## src/rtl/cassette_recorder.sv

```systemverilog
// Oric tape-out recorder: measures cycle periods, frames bits into
// bytes (start, 8 data LSB first, odd parity, stop) and writes them out.
module cassette_recorder #(
  parameter int          MIN_PERIOD = 4800,
  parameter int          BIT_THRESH = 12480,
  parameter int          MAX_PERIOD = 24000,
  parameter logic [15:0] ADDR_LAST  = 16'hFFFF
) (
  input  logic        clk,
  input  logic        reset,
  input  logic        en,
  input  logic        clear,
  input  logic        tape_in,
  output logic [15:0] tape_addr,
  output logic [7:0]  tape_wr_data,
  output logic        tape_wr,
  output logic [15:0] tape_len,
  output logic        full,
  output logic [7:0]  parity_err_cnt
);

  typedef enum logic [2:0] {
    IDLE, HUNT, DATA, PARITY, STOP
  } state_t;

  localparam logic [15:0] MAXC = 16'(MAX_PERIOD);
  localparam logic [16:0] MINP = 17'(MIN_PERIOD);
  localparam logic [16:0] THRP = 17'(BIT_THRESH);

  state_t      state;
  state_t      state_nx;
  logic [2:0]  sync;
  logic [15:0] cnt;
  logic [16:0] per;
  logic        armed;
  logic        rise;
  logic        active;
  logic        bit_v;
  logic        bit_val;
  logic        lost;
  logic        commit;
  logic [7:0]  shreg;
  logic [2:0]  idx;
  logic        par_bad;
  logic        pend;
  logic        pend_perr;

  // Period of the cycle that ends at this clock's edge, counting
  // both edge clocks once.
  assign per     = {1'b0, cnt} + 17'd1;
  assign rise    = sync[1] & ~sync[2];
  assign active  = en & (state != IDLE);
  assign bit_v   = active & armed & rise & (per >= MINP);
  assign bit_val = per < THRP;
  assign lost    = active & armed & ~rise & (cnt == MAXC);
  assign commit  = en & (state == STOP) & bit_v & bit_val;

  // Two-flop synchroniser plus one delay stage for edge detection.
  always_ff @(posedge clk or posedge reset) begin
    if (reset) sync <= '0;
    else       sync <= {sync[1:0], tape_in};
  end

  // Period counter; glitch edges leave it running.
  always_ff @(posedge clk or posedge reset) begin
    if (reset) begin
      cnt <= '0;
    end else if (rise && !(armed && per < MINP)) begin
      cnt <= '0;
    end else if (cnt != MAXC) begin
      cnt <= cnt + 16'd1;
    end
  end

  // Edge reference: first edge arms, carrier loss or idle disarms.
  always_ff @(posedge clk or posedge reset) begin
    if (reset)        armed <= 1'b0;
    else if (!active) armed <= 1'b0;
    else if (lost)    armed <= 1'b0;
    else if (rise)    armed <= 1'b1;
  end

  // FSM state register.
  always_ff @(posedge clk or posedge reset) begin
    if (reset) state <= IDLE;
    else       state <= state_nx;
  end

  // FSM next-state logic.
  always_comb begin
    state_nx = state;
    if (!en) begin
      state_nx = IDLE;
    end else if (lost) begin
      state_nx = HUNT;
    end else begin
      unique case (state)
        IDLE:   state_nx = HUNT;
        HUNT:   if (bit_v && !bit_val) state_nx = DATA;
        DATA:   if (bit_v && idx == 3'd7) state_nx = PARITY;
        PARITY: if (bit_v) state_nx = STOP;
        STOP:   if (bit_v) state_nx = HUNT;
        default: state_nx = IDLE;
      endcase
    end
  end

  // Byte assembly and parity check.
  always_ff @(posedge clk or posedge reset) begin
    if (reset) begin
      shreg   <= '0;
      idx     <= '0;
      par_bad <= 1'b0;
    end else if (bit_v) begin
      if (state == HUNT && !bit_val) idx <= '0;
      if (state == DATA) begin
        shreg <= {bit_val, shreg[7:1]};
        idx   <= idx + 3'd1;
      end
      if (state == PARITY) par_bad <= ~(^shreg ^ bit_val);
    end
  end

  // Write strobe, issued the clock after stop-bit classification.
  always_ff @(posedge clk or posedge reset) begin
    if (reset) begin
      tape_wr      <= 1'b0;
      tape_wr_data <= '0;
      pend         <= 1'b0;
      pend_perr    <= 1'b0;
    end else begin
      tape_wr   <= commit & ~full & ~clear;
      pend      <= commit & ~clear;
      pend_perr <= par_bad;
      if (commit) tape_wr_data <= shreg;
    end
  end

  // Address, length, full flag and parity error count.
  always_ff @(posedge clk or posedge reset) begin
    if (reset) begin
      tape_addr      <= '0;
      tape_len       <= '0;
      full           <= 1'b0;
      parity_err_cnt <= '0;
    end else if (clear) begin
      tape_addr      <= '0;
      tape_len       <= '0;
      full           <= 1'b0;
      parity_err_cnt <= '0;
    end else if (pend) begin
      if (pend_perr && parity_err_cnt != 8'hFF)
        parity_err_cnt <= parity_err_cnt + 8'd1;
      if (!full) begin
        tape_len <= tape_len + 16'd1;
        if (tape_addr == ADDR_LAST) full <= 1'b1;
        else                        tape_addr <= tape_addr + 16'd1;
      end
    end
  end

endmodule

```

## config.mk

```make
export PLATFORM = sky130hd
export DESIGN_NAME = cassette_recorder
export DESIGN_NICKNAME = d
export VERILOG_FILES = /design/src/rtl/cassette_recorder.sv
export SDC_FILE = /design/constraint.sdc
export NUM_CORES = 1
export LEC_CHECK = 0
export CORE_UTILIZATION = 35
export DETAILED_ROUTE_END_ITERATION = 7
export DONT_BUFFER_PORTS = 1
export GPL_ROUTABILITY_DRIVEN = 0
export MAX_ROUTING_LAYER = met4
export SLEW_MARGIN = 20
export SYNTH_ARGS = -nofsm -noshare
export SYNTH_HDL_FRONTEND = slang
export SYNTH_SLANG_ARGS = --single-unit
export TNS_END_PERCENT = 20
```

## constraint.sdc

```tcl
create_clock -name clk -period 6.3 [get_ports clk]
set_input_delay 1.575 -clock clk [delete_from_list [all_inputs] [get_ports clk]]
set_output_delay 1.575 -clock clk [all_outputs]
set_load 0.01 [all_outputs]
```

==> qor.yml, run 1 <==
status:
  status: "finished clean"
worst_hold_path:
  worstHoldEndpoint: "sync[1]$_DFF_PP0_"
  hp-class: "flop to flop"
  hp-start: "sync[0]$_DFF_PP0_"
  hold_depth: 0
critical_path:
  rrSetupSlack_ps: 2620
  critical_path_required_ps: 6570
  cp-startpoint: "cnt[0]$_DFFE_PP0P_"
  crit_type: "flop to flop"
  ff2ff_path_depth: 8
  worstSetupStartpointType: "flop"
  cp-end-kind: "flop"
  reg2reg_to: "cnt[13]$_DFFE_PP0P_"
  arrival_ps: 3950
  path_max_fanout: 11
  reg2reg_from: "cnt[0]$_DFFE_PP0P_"
layout:
  multi_input_area_sq_um: 2203
  layout-drive-gt1-share: 0.1163
  finish.net_count: 454
  area_growth_syn_to_layout_pct: 10.26
  final.fill_count: 1259
  antenna_cells: 0
  regArea_sq_um: 2177
grt:
  grt_max_degree: 66
  grt_pass1_vias: 3122
  antenna_found_initial: 0
  track_usage: 0.1495
  grt-ovfl-total: 0
  grt_pass1_wl_microns: 15280
logic_synthesis:
  yosysTopAreaCellShare: 0.4812
  synth_area_leaders: "dfrtp_1 (48%), nor2_1 (5.6%), xnor2_1 (5.4%), mux2_2 (5.0%), xor2_1 (4.6%)"
  synthCells: 449
  synth.most_common_cell: "dfrtp_1"
  synth_top_cells_by_count: "dfrtp_1 (87), nor2_1 (68), xnor2_1 (28)"
  ys.flop_type: "dfrtp_1"
  synth-edff-count: 0
  ys_seq_elements: 87
  yosys_warnings: 0
  synthDistinctLibCells: 58
  synth_top_cell_by_area: "dfrtp_1"
  postSynthAreaPerCell_sq_um: 10.08
  async_flop_share: 1.000
  syn_area_sq_um: 4524
  seq_area_frac_synth: 0.4812
  syn_nets: 461
clock_network:
  hold_buffers: 0
  htreeDepth: 3
  cts-root-buf: "clkbuf_16"
  cts_setup_buffers: 0
  cts-resized-gates: 0
  cts_tree: "yes"
  clkTransAtPathRegs_ps: 60
  clock_path_buffers: 2
  cts_made_buffers: 9
  cts.sink_count: 87
  worstSkewPairLatency_ps: 340
detailed_routing:
  drt-total-wl_microns: 9244
  drc: 0
  num_vias: 3310
  wl_met3_microns: 428
  firstDrtPassIters: 4
  post_drt_wl_per_cell_microns: 14.93
  highest_layer: "met4"
  met1Wirelength_microns: 4287
  ant_nets: 0
  vias_per_cell: 5.347
  wl_met2_microns: 4339
  drtIter0Drc: 196
timing:
  relSlewSlack: 0.3469
  rsz0062_at_grt: "no"
  final_max_slew_viol_count: 0
  final.setup.tns_ps: 0
  timing.fmax_mhz: 271.8
  hold_viol_final: 0
  fin_crit_sh: 0.5841
  fin_skew_ps: 5.313
  fin_crit_ps: 3680
  finalSetupViolations: 0
  tightestPinTransition_ps: 975.1
floorplanning:
  row_count: 41
  io_pins: 55
  die_w_microns: 115.7
  die_h_microns: 115.7
  core_sq_um: 12620
  start_util: 0.3585
  die_area_sq_um: 13390
power:
  ir_worst_vdd_mv: 0.1246
  comb_power_share: 0.052
  clkPwrFrac: 0.465
  p_total_mw: 1.233
  switching_share: 0.2285
  p_int_uw: 951.3
  power_density_nw_per_um2: 247.2
  p_sw_uw: 281.8
  leakagePower_nw: 2.167
  seq_power_share: 0.483
run:
  maxCapViolCount: 0
placement:
  portBuffers: 0
  place_hpwl_microns: 6424
flip-flops by register name, summed over array words and instances (netlist names):
| register | flops |
|---|---|
| pend_perr | 1 |
| state | 3 |
| full | 1 |
| cnt | 16 |
| parity_err_cnt | 8 |
| tape_addr | 16 |
| par_bad | 1 |
| armed | 1 |
| tape_wr | 1 |
| tape_wr_data | 8 |
| sync | 3 |
| idx | 3 |
| pend | 1 |
| shreg | 8 |
| tape_len | 16 |
worst max-delay path, cell delays in order, from the launching register on:
cell	delay, ps
dfrtp_1	450
ha_1	420
nand2_1	240
nor4_4	320
mux2_2	400
a2111oi_2	670
a31oi_1	510
or2_2	480
nor2_1	130
per-stage QoR:
step	instances	hold slack, ps	instance area, sq um	setup slack (ps)	util
finish	619	348.2	4989	2620	0.3953
global route	619	367.9	4989	2280	0.3953
CTS	619	350.2	4989	2611	0.3953
detailed placement	603	336.2	4664	2618	0.3696
global placement	603	337.3	4664	2803	0.3696
floorplan	449	331.2	4524	2475	-
cell families after synthesis:
kind of cell	share of synthesized area
mux	0.05863
compound gates	0.09292
simple gates	0.2154
xor+xnor	0.1007
flops	0.4812
fa+ha+maj	0.01936
buf+inv	0.03180
cell type report:
class / count / share of cell area
clock buffer: 11 / 0.04866
inverter: 16 / 0.01229
timing repair buffer: 1 / 0.001505
tap: 172 / 0.04314
sequential: 87 / 0.4364
multi-input combinational: 327 / 0.4417
clock inverter: 5 / 0.01630
cells in the final DEF (no fill, tap or decap), types with 2 or more instances in the layout:
master,count
a31oi_1,3
xor2_1,24
mux2i_1,4
nor2b_1,2
nand2b_1,2
o22ai_1,2
mux2_2,20
nor4_1,3
o21ai_0,11
bufinv_16,2
o21a_1,3
nand3_1,20
o41ai_1,3
o211a_1,2
nand3b_1,2
ha_1,7
o2111ai_1,2
nand3_2,3
clkinv_2,2
nor2_1,68
a211oi_1,2
nand2_1,26
a21oi_1,14
a2111oi_0,2
nor3_1,4
clkbuf_16,9
a21oi_2,2
xnor2_1,28
and4_1,2
and3_1,12
or3_1,13
inv_1,15
nand4_2,2
nand4_1,14
dfrtp_1,87
a311oi_1,2
and2_1,3
worst max path at each step:
stage          depth (start not counted)  slack, ps             endpoint
6_report                               8       2620  cnt[13]$_DFFE_PP0P_
3_5_place_dp                           8       2620   cnt[4]$_DFFE_PP0P_
5_1_grt                                8       2280   cnt[9]$_DFFE_PP0P_
4_1_cts                                8       2610  cnt[13]$_DFFE_PP0P_
3_3_place_gp                           8       2800  cnt[13]$_DFFE_PP0P_
2_1_floorplan                          1       2470    armed$_DFFE_PP0P_
per-layer routing:
layer,vias up,track usage
met5,-,-
met4,0,0.06667
met3,18,0.03661
met2,70,0.2263
met1,1661,0.1895
li1,1561,-
power groups by stage:
stage               Sequential [mW]  Clock (mW)  Combinational (mW)
CTS                           0.595       0.596              0.0654
global route                  0.597       0.614              0.0745
floorplan                     0.593           0              0.0634
finish                        0.595       0.574              0.0638
global placement              0.604           0              0.0641
detailed placement            0.604           0              0.0655
Note: power is estimated with default switching activity, not from simulation.
==> run 2: changes to the inputs <==
- ABC_AREA: default -> 1
- clock period: 6.3 -> 3.44 ns (I/O delays scaled with it)
==> run 2 against run 1 <==
  * Core utilization increased by 0.45 points
  * Largest power group unchanged
  * Critical endpoint is now parity_err_cnt[7]$_DFFE_PP0P_
  * Total power increased by 88%
  * Global-route usage increased by 0.82 points
  * Sequential power increased by 87%
  * Largest cell class is now sequential cells
  * Sequential share of layout area decreased by 0.49 points
  * Flip-flop and latch count unchanged
  * Setup slack got worse by 1500 ps
  * Area after synthesis increased by 0.50%
  * Final area increased by 1.1%
  * Clock-buffer cell count increased by 1
  * Critical path type unchanged
==> qor.yml, run 2 <==
critical_path:
  path_max_fanout: 6  # -5
  arrival_ps: 2540  # -1410 ps
  ff2ff_path_depth: 13  # +5
  cp-end-kind: "flop"
  worstSetupStartpointType: "flop"
  crit_type: "flop to flop"
  critical_path_required_ps: 3710  # -2860 ps
grt:
  track_usage: 0.1578  # +0.008244
  grt_pass1_wl_microns: 16020  # +4.8%
  grt_pass1_vias: 3369  # +7.9%
  antenna_found_initial: 0  # unchanged
  grt-ovfl-total: 0  # unchanged
  grt_max_degree: 51  # -23%
power:
  leakagePower_nw: 2.200  # +1.5%
  ir_worst_vdd_mv: 0.2770  # +120%
  p_total_mw: 2.313  # +88%
  power_density_nw_per_um2: 458.6  # +86%
clock_network:
  cts_setup_buffers: 0  # unchanged
  clkTransAtPathRegs_ps: 60  # about the same
  clock_path_buffers: 2  # unchanged
  htreeDepth: 3  # unchanged
  worstSkewPairLatency_ps: 340  # about the same
  cts.sink_count: 87  # unchanged
  cts_tree: "yes"
  cts-resized-gates: 0  # unchanged
  cts-root-buf: "clkbuf_16"
  hold_buffers: 0  # unchanged
  cts_made_buffers: 9  # unchanged
timing:
  final_max_slew_viol_count: 0  # unchanged
  finalSetupViolations: 0  # unchanged
  timing.fmax_mhz: 440.2  # +62%
  relSlewSlack: 0.4034  # +0.05651
  fin_skew_ps: 5.973  # +0.6603 ps
  final.setup.tns_ps: 0  # unchanged
  fin_crit_sh: 0.6603  # +0.07623
  rsz0062_at_grt: "no"
  tightestPinTransition_ps: 893.9  # -81.26 ps
  fin_crit_ps: 2271  # -1408 ps
  hold_viol_final: 0  # unchanged
detailed_routing:
  drtIter0Drc: 211  # +7.7%
  firstDrtPassIters: 4  # unchanged
  num_vias: 3640  # +10%
  post_drt_wl_per_cell_microns: 12.83  # -14%
  ant_nets: 0  # unchanged
  drc: 0  # unchanged
  vias_per_cell: 4.906  # -8.3%
  drt-total-wl_microns: 9521  # +3.0%
placement:
  portBuffers: 0  # unchanged
  place_hpwl_microns: 6986  # +8.8%
logic_synthesis:
  postSynthAreaPerCell_sq_um: 8.119  # -19%
  syn_area_sq_um: 4547  # +0.50%
  synth_top_cell_by_area: "dfrtp_1"
  synth_top_cells_by_count: "nand2_1 (117), dfrtp_1 (87), inv_1 (75)"
  syn_nets: 572  # +24%
  ys.flop_type: "dfrtp_1"
  synthDistinctLibCells: 42  # -28%
  seq_area_frac_synth: 0.4788  # -0.002383
  synth.most_common_cell: "nand2_1"
  yosysTopAreaCellShare: 0.4788  # -0.002383
  yosys_warnings: 0  # unchanged
  synthCells: 560  # +25%
  synth_area_leaders: "dfrtp_1 (48%), nand2_1 (9.7%), inv_1 (6.2%), o21ai_0 (4.4%), nor2_1 (4.4%)"
  async_flop_share: 1.000  # unchanged
  ys_seq_elements: 87  # unchanged
  synth-edff-count: 0  # unchanged
layout:
  mostFrequentLayoutCell: "nand2_1"
  final.fill_count: 1313  # +4.3%
  area_growth_syn_to_layout_pct: 10.95
  layout-drive-gt1-share: 0.1088  # -0.007559
  finish.net_count: 577  # +27%
  largestRegisters: "cnt x16, tape_addr x16, tape_len x16"
  final_cell_mix: "nand2_1 (117), dfrtp_1 (87), inv_1 (74), nor2_1 (53), o21ai_0 (40)"
  antenna_cells: 0  # unchanged
floorplanning:
  core_sq_um: 12620  # unchanged
  row_count: 41  # unchanged
  die_h_microns: 116.0  # +0.25%
  die_w_microns: 116.0  # +0.25%
  start_util: 0.3603  # +0.001785
  io_pins: 55  # unchanged
  die_area_sq_um: 13450  # +0.49%
status:
  status: "finished clean"
worst_hold_path:
  hp-class: "flop to flop"
  hold_depth: 0  # unchanged
run:
  maxCapViolCount: 0  # unchanged
## run 2: cell count changes after synthesis, moves of 13 or more
| cell | previous run | this run |
|---|---|---|
| inv_1 | 16 | 75 |
| mux2_2 | 20 | 0 |
| or3_1 | 13 | 0 |
| xnor2_1 | 28 | 6 |
| o21ai_0 | 11 | 40 |
| nor3_1 | 4 | 26 |
| a21oi_1 | 14 | 28 |
| nand2_1 | 26 | 117 |
| xor2_1 | 24 | 7 |
| nor2_1 | 68 | 53 |
## run 2: worst max-delay path, cell delays in order (launching register included)
cell,delay [ps]
dfrtp_1,420
ha_1,200
inv_1,50
nor3_1,200
nand2_1,100
nor2_1,140
nand2_1,80
o21ai_1,290
nand2_1,210
nand3_1,170
nor2_1,60
nand2_1,70
o21ai_0,80
a21oi_1,130
## run 2: cell type report
class | count | area [sq um] | area share
flip-flops and latches | 87 | 2177 | 0.4315
multi-input cells | 384 | 2017 | 0.3998
inverters | 81 | 307.8 | 0.06101
clock buffers | 12 | 246.5 | 0.04886
well taps | 172 | 215.2 | 0.04266
clock inverters | 4 | 53.80 | 0.01066
repair buffers | 2 | 27.53 | 0.005456
## run 2: kinds of logic after synthesis
family | share of synthesized area
XOR/XNOR | 0.02504
flip-flops | 0.4788
buffers and inverters | 0.07760
adder cells (fa/ha/maj) | 0.01926
AND/OR/NAND/NOR | 0.2782
AO/OA/AOI/OAI | 0.1211
## run 2: worst paths after layout
kind / slack [ps] / endpoint / from
max in group asynchronous: 2190 / par_bad$_DFFE_PP0P_ / reset
worst max register to register: 1170 / parity_err_cnt[7]$_DFFE_PP0P_ / parity_err_cnt[1]$_DFFE_PP0P_
worst max-delay path: 1170 / parity_err_cnt[7]$_DFFE_PP0P_ / parity_err_cnt[1]$_DFFE_PP0P_
worst min-delay path: 350 / sync[1]$_DFF_PP0_ / sync[0]$_DFF_PP0_
worst min register to register: 350 / sync[1]$_DFF_PP0_ / sync[0]$_DFF_PP0_
min in group asynchronous: 570 / cnt[2]$_DFFE_PP0P_ / reset
## run 2: per-stage QoR
stage | instance area (sq um) | std cells | hold WS, ps | util | worst slack (ps)
2_1_floorplan | 4547 | 560 | 331.2 | - | 329.8
3_3_place_gp | 4745 | 726 | 335.8 | 0.3760 | 1119
3_5_place_dp | 4745 | 726 | 334.7 | 0.3760 | 1045
4_1_cts | 5045 | 742 | 348.3 | 0.3998 | 1127
5_1_grt | 5045 | 742 | 361.4 | 0.3998 | 862.9
6_report | 5045 | 742 | 347.1 | 0.3998 | 1169
## run 2: report_power, final
group	switching (mW)	internal, mW	total [mW]	leakage, nW
Sequential	0.0483	1.06	1.11	1.15
Combinational	0.136	0.0693	0.205	0.907
Clock	0.411	0.586	0.996	0.139
## run 2: per-layer routing
layer | wire, microns | vias up | global-route usage
met2 | 4506 | 67 | 0.2429
met5 | 0 | - | -
met3 | 401 | 17 | 0.03295
li1 | - | 1832 | -
met4 | 214 | 0 | 0.07436
met1 | 4398 | 1724 | 0.1982
==> run 3: changes to the inputs <==
- ABC_AREA: 1 -> 0
- clock period: 3.44 -> 1.95 ns (I/O delays scaled with it)
==> run 3 against run 2 <==
  * The run now ends with setup timing left
  * Final cell count is 4.3% lower
  * Global-route usage up 0.93 points
  * Die area decreased by 0.49%
  * Setup slack got worse by 1900 ps
  * First-iteration DRC count is 16% lower
  * Via count fell by 2.3%
  * Sequential share of layout area shrank 5.5 points
  * Fmax decreased by 14%
==> qor.yml, run 3 (same netlist as run 1, synthesis figures left out) <==
status:
  status: "complete, but fails checks"
  violations: "setup timing"
timing:
  finalSetupViolations: 41  # +41
  relSlewSlack: 0.6870  # +0.2836
  rsz0062_at_grt: "yes"
  setup_slack_ps: -706.0  # -1874 ps
  hold_viol_final: 0  # unchanged
  fin_crit_sh: 1.362  # +0.7017
  fin_crit_ps: 2656  # +384.5 ps
  timing.fmax_mhz: 376.5  # -14%
  final.setup.tns_ps: -21010  # -21,010 ps
  fin_skew_ps: 5.996  # +0.02285 ps
  tightestPinTransition_ps: 468.3  # -425.5 ps
  final_max_slew_viol_count: 0  # unchanged
clock_network:
  cts.sink_count: 87  # unchanged
  clkTransAtPathRegs_ps: 60  # about the same
  clock_path_buffers: 2  # unchanged
  htreeDepth: 3  # unchanged
  cts_setup_buffers: 0  # unchanged
  cts-root-buf: "clkbuf_16"
  cts_made_buffers: 9  # unchanged
  cts_tree: "yes"
  worstSkewPairLatency_ps: 340  # about the same
critical_path:
  reg2reg_to: "tape_wr_data[4]$_DFFE_PP0N_"
  crit_type: "flop to flop"
  cp_num_buf_inv: 1  # unchanged
  cp.depth: 8  # -5
  ff2ff_path_depth: 8  # -5
  path_max_fanout: 9  # +3
  cp-startpoint: "cnt[0]$_DFFE_PP0P_"
  crit_path_top_delay_cell: "dfrtp_1"
  crit_end: "tape_wr_data[4]$_DFFE_PP0N_"
  cp-end-kind: "flop"
  path_cells: "ha_4 > nand3b_1 > o21a_1 > nor4_4 > o311ai_4 > a2111oi_4 > buf_6 > mux2_2"
  rrSetupSlack_ps: -710  # -1870 ps
  reg2reg_from: "cnt[0]$_DFFE_PP0P_"
  worstSetupStartpointType: "flop"
  crit_family: "compound AO/OA/AOI/OAI gates"
  crit_path_max_incr_delay_ps: 410  # about the same
  critical_path_required_ps: 2170  # -1540 ps
  arrival_ps: 2880  # +340 ps
run:
  maxCapViolCount: 0  # unchanged
placement:
  dpl_cell_area_sq_um: 5424  # +14%
  place_hpwl_microns: 7357  # +5.3%
  portBuffers: 0  # unchanged
layout:
  finalInstanceArea_sq_um: 5794  # +15%
  multi_input_area_sq_um: 2352  # +17%
  mostFrequentLayoutCell: "buf_4"
  largestRegisters: "cnt x16, tape_addr x16, tape_len x16"
  final.fill_count: 1223  # -6.9%
  finish.net_count: 545  # -5.5%
  area_growth_syn_to_layout_pct: 28.07
  regArea_sq_um: 2181  # +0.17%
  layout-drive-gt1-share: 0.2918  # +0.1830
  antenna_cells: 0  # unchanged
  utilization: 0.4592  # +0.05939
  final_cell_mix: "buf_4 (87), dfrtp_1 (84), nor2_1 (67), xnor2_1 (28), nand2_1 (25)"
detailed_routing:
  drtIter0Drc: 178  # -16%
  post_drt_wl_per_cell_microns: 14.17  # +10%
  ant_nets: 0  # unchanged
  firstDrtPassIters: 4  # unchanged
  vias_per_cell: 5.007  # +2.1%
  drt-total-wl_microns: 10060  # +5.6%
  num_vias: 3555  # -2.3%
  drc: 0  # unchanged
worst_hold_path:
  hp-class: "input pin to flop"
  hp-start: "tape_in"
grt:
  grt-ovfl-total: 0  # unchanged
  grt_pass1_wl_microns: 17160  # +7.1%
  antenna_found_initial: 0  # unchanged
  track_usage: 0.1671  # +0.009322
  grt_max_degree: 57  # +12%
  grt_pass1_vias: 3609  # +7.1%
power:
  ir_worst_vdd_mv: 0.5200  # +88%
  power_density_nw_per_um2: 664.0  # +45%
  p_total_mw: 3.847  # +66%
  leakagePower_nw: 2.620  # +19%
floorplanning:
  row_count: 41  # unchanged
  die_h_microns: 115.7  # -0.25%
  die_area_sq_um: 13390  # -0.49%
  die_w_microns: 115.7  # -0.25%
  io_pins: 55  # unchanged
  core_sq_um: 12620  # unchanged
  start_util: 0.3585  # -0.001785
run 3: power by group:
group          leakage [nW]  switching, mW  internal (mW)
sequential             1.19         0.0579           1.85
clock                 0.119          0.707          0.869
combinational          1.31          0.187          0.179
total                  2.62          0.952           2.90
run 3: final cells by class:
type,count,share of cell area
Multi-Input combinational cell,327,0.4060
Sequential cell,87,0.3764
Inverter,16,0.01058
Clock inverter,4,0.005398
Timing Repair Buffer,92,0.1237
Tap cell,172,0.03714
Clock buffer,12,0.04081
run 3: what timing repair did:
action	in CTS	in global routing
endpoints found under the hold margin	13	0
cloned	0	0
pin swaps	2	4
hold buffers	1	0
resized for setup	16	6
endpoints found under the setup margin	51	58
run 3: how the worst min path moves through the flow:
stage                                  endpoint  slack, ps  depth (start not counted)
global route                  sync[0]$_DFF_PP0_        160                          0
finish                        sync[0]$_DFF_PP0_        170                          0
CTS                           sync[0]$_DFF_PP0_        160                          0
detailed placement  tape_wr_data[0]$_DFFE_PP0N_        310                          1
floorplan                     sync[1]$_DFF_PP0_        330                          0
global placement           shreg[3]$_DFFE_PP0P_        310                          1
run 3: worst register-to-register path, delay by kind of cell (launching register included):
kind / cells / cell delay (ps)
fa+ha+maj: 1 / 200
mux: 1 / 340
buf+inv: 1 / 200
compound gates: 3 / 800
simple gates: 2 / 600
flops: 1 / 410
run 3: metrics by stage:
step	hold WS (ps)	setup WS, ps	instances
finish	174.9	-706.0	710
global route	159.8	-867.0	710
CTS	164.6	-716.7	710
detailed placement	313.5	-834.5	693
global placement	309.0	-749.9	693
floorplan	331.2	-857.8	449
run 3: layer usage:
metal / GRT usage / up-vias / wire length [microns]
li1: - / 1735 / -
met1: 0.2043 / 1758 / 4528
met2: 0.2750 / 54 / 5012
met3: 0.04132 / 8 / 412
met4: 0.04615 / 0 / 105
met5: - / - / 0
